## src/rtl/gat_feat_rd_pkg.sv

```systemverilog
// Shared types and derived constants for the GAT final-feature readback stage.
package gat_feat_rd_pkg;

    typedef enum logic [1:0] {
        StIdle,
        StRun,
        StDrain,
        StDone
    } rd_state_e;

    localparam int unsigned BramRdLatDefault = 2;

    // Two spare entries beyond the read pipeline keep reads flowing at one per cycle.
    function automatic int unsigned fifo_depth(input int unsigned rd_lat);
        return rd_lat + 2;
    endfunction

endpackage

```

## src/rtl/gat_feat_reader_if.sv

```systemverilog
// AXI-Stream style feature beat bus between the readback stage and the DMA/host path.
interface gat_feat_reader_if #(
    parameter int unsigned WIDTH = 32
);
    logic [WIDTH-1:0] tdata;
    logic             tvalid;
    logic             tready;
    logic             tlast;

    modport master (output tdata, output tvalid, output tlast, input tready);
    modport slave  (input tdata, input tvalid, input tlast, output tready);

endinterface

```

## src/rtl/gat_feat_rd_fifo.sv

```systemverilog
// Small synchronous FIFO with first-word-fall-through head and occupancy count.
module gat_feat_rd_fifo #(
    parameter int unsigned WIDTH = 33,
    parameter int unsigned DEPTH = 4,
    parameter int unsigned CNT_W = $clog2(DEPTH + 1)
) (
    input  logic             clk,
    input  logic             rst,
    input  logic             push,
    input  logic [WIDTH-1:0] wdata,
    input  logic             pop,
    output logic [WIDTH-1:0] rdata,
    output logic [CNT_W-1:0] count
);

    localparam int unsigned PtrW = (DEPTH > 1) ? $clog2(DEPTH) : 1;
    localparam logic [PtrW-1:0] PtrLast = PtrW'(DEPTH - 1);

    logic [WIDTH-1:0] mem_q [DEPTH];
    logic [PtrW-1:0]  wr_ptr_q, rd_ptr_q;
    logic [CNT_W-1:0] count_q;

    function automatic logic [PtrW-1:0] ptr_inc(input logic [PtrW-1:0] ptr);
        return (ptr == PtrLast) ? '0 : ptr + 1'b1;
    endfunction

    always_ff @(posedge clk or posedge rst) begin
        if (rst) begin
            for (int i = 0; i < DEPTH; i++) mem_q[i] <= '0;
            wr_ptr_q <= '0;
            rd_ptr_q <= '0;
            count_q  <= '0;
        end else begin
            if (push) begin
                mem_q[wr_ptr_q] <= wdata;
                wr_ptr_q        <= ptr_inc(wr_ptr_q);
            end
            if (pop) rd_ptr_q <= ptr_inc(rd_ptr_q);
            unique case ({push, pop})
                2'b10:   count_q <= count_q + 1'b1;
                2'b01:   count_q <= count_q - 1'b1;
                default: count_q <= count_q;
            endcase
        end
    end

    assign rdata = mem_q[rd_ptr_q];
    assign count = count_q;

endmodule

```

## src/rtl/gat_feat_reader.sv

```systemverilog
// Sweeps the GAT new-feature BRAM after each gat_ready rising edge and streams every word out.
// Build option GAT_FEAT_RD_ROW_LAST_EN: tlast marks the end of every node row, not only the frame.
module gat_feat_reader
    import gat_feat_rd_pkg::*;
#(
    parameter int unsigned NEW_FEATURE_WIDTH  = 32,
    parameter int unsigned NUM_SUBGRAPHS      = 2708,
    parameter int unsigned NUM_FEATURE_OUT    = 16,
    parameter int unsigned BRAM_RD_LAT        = BramRdLatDefault,
    parameter int unsigned NEW_FEATURE_DEPTH  = NUM_SUBGRAPHS * NUM_FEATURE_OUT,
    parameter int unsigned NEW_FEATURE_ADDR_W = $clog2(NEW_FEATURE_DEPTH),
    parameter int unsigned FIFO_DEPTH         = fifo_depth(BRAM_RD_LAT)
) (
    input  logic                          clk,
    input  logic                          rst,
    input  logic                          gat_ready,
    output logic [NEW_FEATURE_ADDR_W+1:0] feat_bram_addrb,
    input  logic [NEW_FEATURE_WIDTH-1:0]  feat_bram_dout,
    gat_feat_reader_if.master             m_axis,
    output logic                          busy,
    output logic                          done
);

    localparam int unsigned AW    = NEW_FEATURE_ADDR_W;
    localparam int unsigned CntW  = $clog2(FIFO_DEPTH + 1);
    localparam int unsigned InflW = $clog2(BRAM_RD_LAT + 2);
    localparam logic [AW-1:0] LastAddr = AW'(NEW_FEATURE_DEPTH - 1);

    rd_state_e              state_q;
    logic                   gat_ready_q;
    logic [AW-1:0]          word_addr_q;
    logic [AW-1:0]          beat_idx_q;
    logic                   busy_q, done_q;
    logic [BRAM_RD_LAT:0]   rd_sr_q;
    logic [InflW-1:0]       inflight;
    logic [CntW-1:0]        fifo_count;
    logic [NEW_FEATURE_WIDTH:0] fifo_rdata;
    logic                   rise, grant, credit_ok, push, pop, push_last, frame_last_pop;

    assign rise = gat_ready & ~gat_ready_q;
    assign push = rd_sr_q[BRAM_RD_LAT];
    assign pop  = m_axis.tvalid & m_axis.tready;
    assign frame_last_pop = pop && (beat_idx_q == LastAddr);

    // Bit 0 is a granted read whose address goes out next cycle; the top bit is data arriving.
    always_comb begin
        inflight = '0;
        for (int i = 0; i <= BRAM_RD_LAT; i++) inflight = inflight + InflW'(rd_sr_q[i]);
    end

    // A beat leaving this cycle frees its slot, which sustains one beat per cycle.
    assign credit_ok = (32'(fifo_count) + 32'(inflight)) < (32'(FIFO_DEPTH) + 32'(pop));

    // The grant for word 0 comes with the edge; later grants advance the address one ahead.
    always_comb begin
        grant = 1'b0;
        unique case (state_q)
            StIdle:  grant = rise;
            StRun:   grant = credit_ok && (word_addr_q != LastAddr);
            default: grant = 1'b0;
        endcase
    end

    always_ff @(posedge clk or posedge rst) begin
        if (rst) begin
            state_q     <= StIdle;
            word_addr_q <= '0;
            busy_q      <= 1'b0;
            done_q      <= 1'b0;
        end else begin
            unique case (state_q)
                StIdle: begin
                    word_addr_q <= '0;
                    if (rise) begin
                        state_q <= StRun;
                        busy_q  <= 1'b1;
                    end
                end
                StRun: begin
                    if (word_addr_q == LastAddr) begin
                        state_q <= StDrain;
                    end else if (grant) begin
                        word_addr_q <= word_addr_q + 1'b1;
                    end
                end
                StDrain: begin
                    if (frame_last_pop) begin
                        state_q <= StDone;
                        busy_q  <= 1'b0;
                        done_q  <= 1'b1;
                    end
                end
                StDone: begin
                    state_q     <= StIdle;
                    word_addr_q <= '0;
                    done_q      <= 1'b0;
                end
                default: state_q <= StIdle;
            endcase
        end
    end

    always_ff @(posedge clk or posedge rst) begin
        if (rst) begin
            gat_ready_q <= 1'b0;
            rd_sr_q     <= '0;
            beat_idx_q  <= '0;
        end else begin
            gat_ready_q <= gat_ready;
            rd_sr_q     <= {rd_sr_q[BRAM_RD_LAT-1:0], grant};
            if (state_q == StDone) beat_idx_q <= '0;
            else if (pop)          beat_idx_q <= beat_idx_q + 1'b1;
        end
    end

`ifdef GAT_FEAT_RD_ROW_LAST_EN
    localparam int unsigned ColW = (NUM_FEATURE_OUT > 1) ? $clog2(NUM_FEATURE_OUT) : 1;
    localparam logic [ColW-1:0] ColLast = ColW'(NUM_FEATURE_OUT - 1);

    logic [ColW-1:0] col_q;

    always_ff @(posedge clk or posedge rst) begin
        if (rst)                    col_q <= '0;
        else if (state_q == StDone) col_q <= '0;
        else if (push)              col_q <= (col_q == ColLast) ? '0 : col_q + 1'b1;
    end

    assign push_last = (col_q == ColLast);
`else
    logic [AW-1:0] push_idx_q;

    always_ff @(posedge clk or posedge rst) begin
        if (rst)                    push_idx_q <= '0;
        else if (state_q == StDone) push_idx_q <= '0;
        else if (push)              push_idx_q <= push_idx_q + 1'b1;
    end

    assign push_last = (push_idx_q == LastAddr);
`endif

    gat_feat_rd_fifo #(
        .WIDTH (NEW_FEATURE_WIDTH + 1),
        .DEPTH (FIFO_DEPTH),
        .CNT_W (CntW)
    ) u_fifo (
        .clk   (clk),
        .rst   (rst),
        .push  (push),
        .wdata ({push_last, feat_bram_dout}),
        .pop   (pop),
        .rdata (fifo_rdata),
        .count (fifo_count)
    );

    assign feat_bram_addrb = {word_addr_q, 2'b00};
    assign m_axis.tdata    = fifo_rdata[NEW_FEATURE_WIDTH-1:0];
    assign m_axis.tlast    = fifo_rdata[NEW_FEATURE_WIDTH];
    assign m_axis.tvalid   = (fifo_count != '0);
    assign busy            = busy_q;
    assign done            = done_q;

endmodule

```

## src/flat_wrapper.sv

```systemverilog
// flat-port wrapper written by rule: the top's interface ports become plain ports
module gat_feat_reader_flat import gat_feat_rd_pkg::*;
#(
    parameter int unsigned NEW_FEATURE_WIDTH  = 32,
    parameter int unsigned NUM_SUBGRAPHS      = 2708,
    parameter int unsigned NUM_FEATURE_OUT    = 16,
    parameter int unsigned BRAM_RD_LAT        = BramRdLatDefault,
    parameter int unsigned NEW_FEATURE_DEPTH  = NUM_SUBGRAPHS * NUM_FEATURE_OUT,
    parameter int unsigned NEW_FEATURE_ADDR_W = $clog2(NEW_FEATURE_DEPTH),
    parameter int unsigned FIFO_DEPTH         = fifo_depth(BRAM_RD_LAT)
)
  (clk, rst, gat_ready, feat_bram_addrb, feat_bram_dout, busy, done, m_axis_tdata, m_axis_tvalid, m_axis_tlast, m_axis_tready);
  gat_feat_reader_if #(.WIDTH((32))) m_axis_i ();
  input  logic clk;
  input  logic rst;
  input  logic gat_ready;
  output logic [NEW_FEATURE_ADDR_W+1:0] feat_bram_addrb;
  input  logic [NEW_FEATURE_WIDTH-1:0] feat_bram_dout;
  output logic busy;
  output logic done;
  output wire logic [$bits(m_axis_i.tdata)-1:0] m_axis_tdata;
  output wire logic [$bits(m_axis_i.tvalid)-1:0] m_axis_tvalid;
  output wire logic [$bits(m_axis_i.tlast)-1:0] m_axis_tlast;
  input wire logic [$bits(m_axis_i.tready)-1:0] m_axis_tready;
  assign m_axis_tdata = m_axis_i.tdata;
  assign m_axis_tvalid = m_axis_i.tvalid;
  assign m_axis_tlast = m_axis_i.tlast;
  assign m_axis_i.tready = m_axis_tready;
  gat_feat_reader #(.NEW_FEATURE_WIDTH(NEW_FEATURE_WIDTH), .NUM_SUBGRAPHS(NUM_SUBGRAPHS), .NUM_FEATURE_OUT(NUM_FEATURE_OUT), .BRAM_RD_LAT(BRAM_RD_LAT), .NEW_FEATURE_DEPTH(NEW_FEATURE_DEPTH), .NEW_FEATURE_ADDR_W(NEW_FEATURE_ADDR_W), .FIFO_DEPTH(FIFO_DEPTH)) u_core (.clk(clk), .rst(rst), .gat_ready(gat_ready), .feat_bram_addrb(feat_bram_addrb), .feat_bram_dout(feat_bram_dout), .m_axis(m_axis_i), .busy(busy), .done(done));
endmodule
```

## config.mk

```make
export PLATFORM = sky130hd
export DESIGN_NAME = gat_feat_reader_flat
export DESIGN_NICKNAME = d
export VERILOG_FILES = /design/src/rtl/gat_feat_rd_pkg.sv /design/src/rtl/gat_feat_reader_if.sv /design/src/rtl/gat_feat_rd_fifo.sv /design/src/rtl/gat_feat_reader.sv /design/src/flat_wrapper.sv
export SDC_FILE = /design/constraint.sdc
export NUM_CORES = 1
export LEC_CHECK = 0
export ABC_AREA = 1
export CAP_MARGIN = 0
export CORE_ASPECT_RATIO = 0.5
export CORE_UTILIZATION = 30
export CTS_CLUSTER_DIAMETER = 30
export DETAILED_ROUTE_END_ITERATION = 10
export PLACE_DENSITY = 0.51
export SLEW_MARGIN = 10
export SYNTH_ARGS = -nofsm -noshare
export SYNTH_HDL_FRONTEND = slang
export SYNTH_SLANG_ARGS = --single-unit
export TNS_END_PERCENT = 30
```

## constraint.sdc

```tcl
create_clock -name clk -period 14.6 [get_ports clk]
set_clock_uncertainty 0.1 [all_clocks]
set_input_delay 2.92 -clock clk [delete_from_list [all_inputs] [get_ports clk]]
set_output_delay 2.92 -clock clk [all_outputs]
set_load 0.01 [all_outputs]
```

==> flow_summary.yaml <==
worst_setup_path:
  cp.arrival_ps: 2700
  crit_path_start_kind: "flip-flop"
  r2r_slack_ps: 11290
  slowest_stage: "inv_2"
  crit_fanout: 67
  r2r-end: "u_core.word_addr_q[4]"
  rr_startpoint: "u_core.rd_sr_q[2]"
  worstPathCellList: "inv_2 -> o21ai_0 -> o22ai_1 -> clkdlybuf4s50_1"
  rr_worst_depth: 13
  critPathMaxStageDelay_ps: 820
  path_class: "reg -> out"
  critical_path_required_ps: 11580
  end_kind: "output pin"
outcome:
  outcome: "complete, no violations"
yosys:
  ys_seq_area_share_pct: 51.5
  synth_seq_cells: 195
  synth_edf_count: 0
  syn_area_mm2: 0.00948
  synthFlopType: "dfrtp_1"
  async_flop_share_pct: 100
  syn_inst: 1179
  synth_cell_types: 35
  ys_warn_count: 0
  syn_area_per_cell_um2: 8.04
cts:
  cts_buffers: 17
  cts_resized: 0
  clock_latency_ps: 450
  clockRootBuffer: "clkbuf_16"
  clock_sinks: 195
  clock_path_buffers: 2
  clk_pin_slew_worst_paths_ps: 70
  cts_tree: "yes"
  postCtsSetupRepairBufs: 0
  cts-hold-fix-buffers: 0
  htreeDepth: 4
power:
  peakVddDrop_uv: 101
  power.density_mw_per_mm2: 202
  p_leak_nw: 5.04
  intPower_mw: 1.37
  switchingPower_mw: 0.900
  seqPwrFrac_pct: 38.9
  sw_frac_of_total_pct: 39.6
  pwr-share-comb_pct: 41.7
  p_clk_share_pct: 19.3
floorplanning:
  start_util_pct: 30.9
  die_area_mm2: 0.0324
  die_w_um: 253
  die_y_um: 128
  core_mm2: 0.0307
  rows: 45
  ioPinCount: 90
final_layout:
  num_antenna_cells: 0
  num-nets-final: 1286
  post-route-util_pct: 36.6
  layout-drive-gt1-share_pct: 4.59
  layout_common_cells: "nand2_1, o21ai_0, dfrtp_1"
  layout_commonest_cell: "nand2_1"
  stdcell_area_mm2: 0.0112
  area_delta_synth_final_pct: 18.6
placed_design:
  hpwl_um: 15100
  place_congestion: 0.770
  io_buffers: 87
  pre_cts_ws_ps: 9310
  dpl-instance-area_mm2: 0.0107
timing:
  whs_ps: 286
  period_minus_slack_ps: 5720
  max_freq_ghz: 0.175
  rsz0062_at_grt: "false"
  relSlewSlack_pct: 23.2
  setup_viol: 0
  setup_slack_ps: 8880
  tightest_slew_ps: 1150
  drv_slew: 0
  hold_viol_final: 0
  fin_tns_setup_ps: 0
  min_period_over_period_pct: 39.2
drt:
  drtAntennaViolNets: 0
  firstDrtPassIters: 5
  via_per_inst: 4.84
  drt_iter0_markers: 552
  drc: 0
  finalWirelength_um: 24000
  vias: 8063
  wl_per_cell_um: 14.4
min_path:
  hold_path_depth: 0
  worstHoldStart: "u_core.rd_sr_q[1]"
  hp-class: "reg -> reg"
  whs_endpoint: "u_core.rd_sr_q[2]"
grt:
  first_global_vias: 7918
  gr-total-overflow: 0
  grt_max_degree: 128
  grt_antenna_before_repair: 0
  grt_pass1_wl_um: 40100
  grt_usage_pct: 15.6
run:
  maxCapViolations: 0
## critical path: cells and delay by family, from the launching register on
| family | cells | cell delay, ps |
|---|---|---|
| AO/OA/AOI/OAI | 2 | 420 |
| buffers and inverters | 2 | 1410 |
| flip-flops | 1 | 410 |
## cell families after synthesis
group,after synthesis,synth area share [%]
xor gates and xnor gates,8,0.739
adders and majority gates,18,2.61
and+or+nand+nor,515,23.2
other,1,0.0396
DFF,195,51.5
buffers and inverters,157,6.45
AOI/OAI and AO/OA,285,15.5
## worst max-delay path by stage
| stage | start | end | slack [ps] | cells after the start |
|---|---|---|---|---|
| floorplan | rst | u_core.beat_idx_q[0] | 6270 | 1 |
| global placement | rst | u_core.u_fifo.rd_ptr_q[0] | 9350 | 3 |
| detailed placement | u_core.u_fifo.rd_ptr_q[0] | m_axis_tdata[26] | 9310 | 4 |
| CTS | u_core.u_fifo.rd_ptr_q[0] | m_axis_tdata[26] | 8810 | 4 |
| global route | u_core.u_fifo.rd_ptr_q[0] | m_axis_tdata[4] | 8570 | 4 |
| finish | u_core.u_fifo.rd_ptr_q[0] | m_axis_tdata[26] | 8880 | 4 |
## synth_stat cells, drive strengths merged (2+ instances only)
library cell	instances	area share (%)
nand2	269	11
o21ai	232	12
dfrtp	195	51
nor2	140	5.6
inv	94	3.7
clkbuf	52	2.1
nand4	40	2.6
nand3	34	2.2
o22ai	33	2.2
nor3	23	1.4
a21oi	18	0.95
ha	15	2.0
buf	9	0.59
xor2	5	0.46
and3	3	0.20
fa	3	0.63
nor4	3	0.20
xnor2	3	0.28
clkinv	2	0.079
## sequential cells by signal, indices dropped and copies added, names as in the netlist
register	cells
u_core.word_addr_q	16
u_core.u_fifo.mem_q	132
u_core.u_fifo.count	3
u_core.gat_ready_q	1
u_core.done	1
u_core.beat_idx_q	16
u_core.rd_sr_q	3
u_core.u_fifo.rd_ptr_q	2
u_core.busy	1
u_core.state_q	2
u_core.push_idx_q	16
u_core.u_fifo.wr_ptr_q	2
## layer usage
| metal | track usage (%) | routed length, um | vias up |
|---|---|---|---|
| li1 | - | - | 4015 |
| met1 | 20.7 | 11600 | 3886 |
| met2 | 25.2 | 11200 | 129 |
| met3 | 2.58 | 735 | 33 |
| met4 | 6.67 | 483 | 0 |
| met5 | 0 | 0 | - |
## metrics by stage
step                instances  power (mW)
floorplan                1180        1.47
global placement         1636        1.83
finish                   1666        2.27
CTS                      1666        2.31
detailed placement       1636        1.86
global route             1666        2.46
## power groups by stage
stage	combinational, mW	sequential (mW)	clock (mW)
2_1_floorplan	0.614	0.855	0
3_3_place_gp	0.943	0.884	0
3_5_place_dp	0.966	0.889	0
4_1_cts	0.970	0.882	0.452
5_1_grt	1.08	0.910	0.472
6_report	0.949	0.885	0.439
## area by class of cell
| class | count | area [um2] |
|---|---|---|
| multi-input combinational | 828 | 4010 |
| clock inverter | 10 | 77.6 |
| tap | 423 | 529 |
| timing repair buffer | 94 | 923 |
| inverter | 96 | 368 |
| sequential | 195 | 4880 |
| clock buffer | 20 | 457 |
| fill | 3156 | 19400 |
(Power assumes the default switching activity.)
